File: src/rtl/demux_one_to_four_tdm.sv
// One-to-four time-division demultiplexer.
// A SYNC-marked word starts a frame in slot 0; the following three accepted words fill
// slots 1..3. A completed frame is presented on DOUT atomically with a one-cycle
// DOUT_VALID pulse. Framing violations pulse SYNC_ERR. A misplaced SYNC resynchronises
// the frame. A missing SYNC at a frame boundary drops the block back to hunting.
module demux_one_to_four_tdm #(
  parameter int unsigned DATA_W = 1
) (
  input  logic                CLK,
  input  logic                RST,
  input  logic [DATA_W-1:0]   DIN,
  input  logic                DIN_VALID,
  input  logic                SYNC,
  output logic [4*DATA_W-1:0] DOUT,
  output logic                DOUT_VALID,
  output logic [1:0]          SEL,
  output logic                LOCKED,
  output logic                SYNC_ERR,
  output logic [7:0]          FRAME_CNT
);

  typedef enum logic [0:0] {
    StHunt,
    StLock
  } state_e;

  state_e                r_state;
  logic [1:0]            r_sel;
  // Slots 0..2 of the frame under assembly; slot 3 goes straight from DIN into DOUT.
  logic [3*DATA_W-1:0]   r_shadow;
  logic [4*DATA_W-1:0]   r_dout;
  logic                  r_dout_valid;
  logic                  r_sync_err;
  logic [7:0]            r_frame_cnt;

  // Frame FSM: accepts a word only when DIN_VALID is high; pulses clear on every edge.
  always_ff @(posedge CLK or posedge RST) begin
    if (RST) begin
      r_state      <= StHunt;
      r_sel        <= 2'd0;
      r_shadow     <= '0;
      r_dout       <= '0;
      r_dout_valid <= 1'b0;
      r_sync_err   <= 1'b0;
      r_frame_cnt  <= 8'd0;
    end else begin
      r_dout_valid <= 1'b0;
      r_sync_err   <= 1'b0;
      if (DIN_VALID) begin
        case (r_state)
          StHunt: begin
            // Words without SYNC are dropped while hunting.
            if (SYNC) begin
              r_shadow[0 +: DATA_W] <= DIN;
              r_sel                 <= 2'd1;
              r_state               <= StLock;
            end
          end
          StLock: begin
            if (SYNC) begin
              // SYNC mid-frame abandons the partial frame and restarts at slot 0.
              r_sync_err            <= (r_sel != 2'd0);
              r_shadow[0 +: DATA_W] <= DIN;
              r_sel                 <= 2'd1;
            end else begin
              case (r_sel)
                2'd0: begin
                  // Expected a frame start but SYNC was missing: lose lock.
                  r_sync_err <= 1'b1;
                  r_state    <= StHunt;
                end
                2'd1: begin
                  r_shadow[DATA_W +: DATA_W] <= DIN;
                  r_sel                      <= 2'd2;
                end
                2'd2: begin
                  r_shadow[2*DATA_W +: DATA_W] <= DIN;
                  r_sel                        <= 2'd3;
                end
                default: begin
                  // Slot 3 completes the frame; publish all four slots in one edge.
                  r_dout       <= {DIN, r_shadow};
                  r_dout_valid <= 1'b1;
                  r_frame_cnt  <= r_frame_cnt + 8'd1;
                  r_sel        <= 2'd0;
                end
              endcase
            end
          end
          default: begin
            r_state <= StHunt;
            r_sel   <= 2'd0;
          end
        endcase
      end
    end
  end

  assign DOUT       = r_dout;
  assign DOUT_VALID = r_dout_valid;
  assign SEL        = r_sel;
  assign LOCKED     = (r_state == StLock);
  assign SYNC_ERR   = r_sync_err;
  assign FRAME_CNT  = r_frame_cnt;

endmodule
File: config.mk
export PLATFORM = sky130hd
export DESIGN_NAME = demux_one_to_four_tdm
export DESIGN_NICKNAME = d
export VERILOG_FILES = /design/src/rtl/demux_one_to_four_tdm.sv
export SDC_FILE = /design/constraint.sdc
export NUM_CORES = 1
export LEC_CHECK = 0
export CAP_MARGIN = 25
export CORE_MARGIN = 8
export CORE_UTILIZATION = 28
export DETAILED_ROUTE_END_ITERATION = 16
export PLACE_DENSITY = 0.6
export SYNTH_ARGS = -nofsm -noshare
export SYNTH_HDL_FRONTEND = slang
export SYNTH_SLANG_ARGS = --single-unit
File: constraint.sdc
create_clock -name CLK -period 1.21 [get_ports CLK]
set_input_delay 0.242 -clock CLK [delete_from_list [all_inputs] [get_ports CLK]]
set_output_delay 0.242 -clock CLK [all_outputs]
set_load 0.02 [all_outputs]
==> results.sh <==
export IMPL_synth_edf_count=0
export IMPL_wire_per_inst_um=12.2
export IMPL_worst_clock_skew_ns=0.00569
export IMPL_fill_cells=336
export IMPL_dr_pass1_iters=4
export IMPL_regToRegStartpoint="SEL[0]"
export IMPL_antenna_left=0
export IMPL_die_area_sq_mm=0.00541
export IMPL_dp_slack_ns=-0.280
export IMPL_violations="setup timing"
export IMPL_numCtsBuffers=3
export IMPL_ys_warn_count=0
export IMPL_holdBufCountCts=0
export IMPL_hold_path_class="in -> async"
export IMPL_place_gp_congestion=0.796
export IMPL_fin_ws_ns=-0.0309
export IMPL_fin_nets=147
export IMPL_dieWidth_um=73.5
export IMPL_drt_iter0_drc=16
export IMPL_crit_path_end_kind="register"
export IMPL_yosysTopAreaCell="dfrtp_1"
export IMPL_criticalPathCategory="reg -> reg"
export IMPL_cts_htree_levels=1
export IMPL_grt_max_degree=21
export IMPL_io_pins=22
export IMPL_dp_hpwl_um=1630
export IMPL_status="finished with violations"
export IMPL_slew_headroom_pct=82.1
export IMPL_synth_common_cells="nand2_1 (23), dfrtp_1 (20), ha_1 (6)"
export IMPL_antenna_found_initial=0
export IMPL_final_min_clock_period_ns=1.24
export IMPL_worstPathRequired_ns=1.45
export IMPL_ctsRootBufferMaster="clkbuf_4"
export IMPL_cts_tree="yes"
export IMPL_grtUsageTotal_pct=9.27
export IMPL_viasPerCell=4.24
export IMPL_ctsLongestPathBuffers=2
export IMPL_report_final_slew_viol_count=0
export IMPL_grt_pass1_vias=861
export IMPL_grt_pass1_wl_um=3940
export IMPL_rows=21
export IMPL_synthDistinctLibCells=24
export IMPL_rsz0062_at_grt="true"
export IMPL_ir_drop_mv=1.09
export IMPL_port_buffers=21
export IMPL_start_kind="register"
export IMPL_r2r_end="FRAME_CNT[6]"
export IMPL_postSynthCellCount=85
export IMPL_hold_viol=0
export IMPL_max_cap_violations=0
export IMPL_static_leakage_power_nw=0.794
export IMPL_async_reset_ff_share_pct=100
export IMPL_antenna_cells=0
export IMPL_cp_data_arrival_time_ns=1.48
export IMPL_start_util_pct=28.5
export IMPL_avgSynthCellArea_sq_um=10.9
export IMPL_syn_to_final_growth_pct=60.9
export IMPL_dominantRegCellSynth="dfrtp_1"
export IMPL_ff2ff_path_depth=5
export IMPL_routed_wl_um=2210
export IMPL_worstMarginPinSlew_ns=0.268
export IMPL_setup_viol=7
export IMPL_netlist_area_sq_um=927
export IMPL_fin_cells=181
export IMPL_crit_fanout=6
export IMPL_num_vias=768
export IMPL_cts_sinks=20
export IMPL_grt_ovfl_total=0
export IMPL_ys_ff_latch=20
export IMPL_power_density_mw_per_mm2=2070
export IMPL_core_area_sq_mm=0.00326
export IMPL_synthesis_nets=96
export IMPL_clk_pin_slew_worst_paths_ns=0.12
export IMPL_drc=0
export IMPL_synth_area_leaders="dfrtp_1 (54%), nand2_1 (9.3%), ha_1 (8.1%)"
export IMPL_finalCritPeriodShare_pct=103
export IMPL_dp_cells=172
export IMPL_synth_most_common_cell="nand2_1"
export IMPL_clk_latency_ns=0.30
export IMPL_rrSetupSlack_ns=-0.03
export IMPL_fp_dieH_um=73.5
export IMPL_drive_above_1_share_pct=53.3
export IMPL_max_freq_ghz=0.806
export IMPL_ys_seq_area_share_pct=54.0
export IMPL_yosysTopAreaCellShare_pct=54.0
==> state kept, by name (all words and copies together) (netlist names) <==
name,flops
DOUT,4
DOUT_VALID,1
FRAME_CNT,8
LOCKED,1
SEL,2
SYNC_ERR,1
r_shadow,3
==> power breakdown <==
part / internal [W] / switching (W) / total, W
Clock: 0.000335 / 0.000217 / 0.000551
Sequential: 0.000870 / 0.000164 / 0.00103
Combinational: 0.000763 / 0.000735 / 0.00150
==> cell families after synthesis <==
logic type	count (synthesis)	synth area share [%]
fa+ha+maj	6	8.10
flops	20	54.0
mux	3	3.64
xor+xnor	7	6.61
simple gates	36	19.7
buf+inv	7	4.05
compound gates	6	3.91
==> timing repair <==
item,CTS,global route
endpoints found under the setup margin,30,23
buffers inserted,4,1
pin swaps,3,7
gates resized for setup,79,17
==> metrics by stage <==
step | TNS [ns] | power [W] | utilization, % | cell area (sq um) | hold slack (ns)
finish | -0.120 | 0.00308 | 45.8 | 1490 | 0.248
global route | -1.23 | 0.00331 | 45.8 | 1490 | 0.272
detailed placement | -4.25 | 0.00232 | 42.1 | 1370 | 0.458
global placement | -3.95 | 0.00228 | 42.1 | 1370 | 0.456
floorplan | -0.0890 | 0.00164 | - | 957 | 0.206
CTS | -0.117 | 0.00298 | 45.3 | 1480 | 0.250
==> critical path, stage by stage (launching register included) <==
cell      delay, ns
dfrtp_2        0.46
ha_4           0.16
nand4b_4       0.10
buf_6          0.16
nor3_2         0.13
xor2_1         0.17
==> worst max-delay path by stage <==
stage,start,to,slack [ns]
6_report,SEL[0],FRAME_CNT[6],-0.03
4_1_cts,SEL[0],FRAME_CNT[6],-0.04
3_3_place_gp,SYNC,FRAME_CNT[6],-0.25
5_1_grt,SEL[0],FRAME_CNT[7],-0.15
3_5_place_dp,SYNC,FRAME_CNT[6],-0.28
2_1_floorplan,SEL[0],FRAME_CNT[7],-0.03
==> layout make-up <==
| type | count | area [sq um] | share of cell area, % |
|---|---|---|---|
| Tap cell | 46 | 57.6 | 3.86 |
| Timing Repair Buffer | 48 | 359 | 24.1 |
| Inverter | 5 | 20.0 | 1.34 |
| Clock inverter | 1 | 30.0 | 2.01 |
| Multi-Input combinational cell | 58 | 499 | 33.5 |
| Clock buffer | 3 | 22.5 | 1.51 |
| Sequential cell | 20 | 503 | 33.7 |
==> layout by cell type (no fill, tap or decap), drive strengths merged <==
cell,instances
clkdlybuf4s50,4
nand3b,1
nor2,3
buf,44
o22ai,1
nand2,23
a21oi,2
inv,4
and3b,1
o21ai,1
ha,6
xnor2,3
mux2,3
dfrtp,20
nand4,1
a31oi,1
xor2,4
clkbuf,3
nor3,2
o2bb2ai,1
nand4b,1
clkinv,1
bufinv,1
nor4,1
nand3,2
nor2b,1
==> layer usage <==
| layer | wire length (um) | GRT usage [%] |
|---|---|---|
| met1 | 991 | 10.5 |
| met2 | 1080 | 16.2 |
| met3 | 119 | 2.73 |
| met4 | 19 | 2.66 |
| met5 | 0 | 0 |
Note: power is estimated with default switching activity, not from simulation.
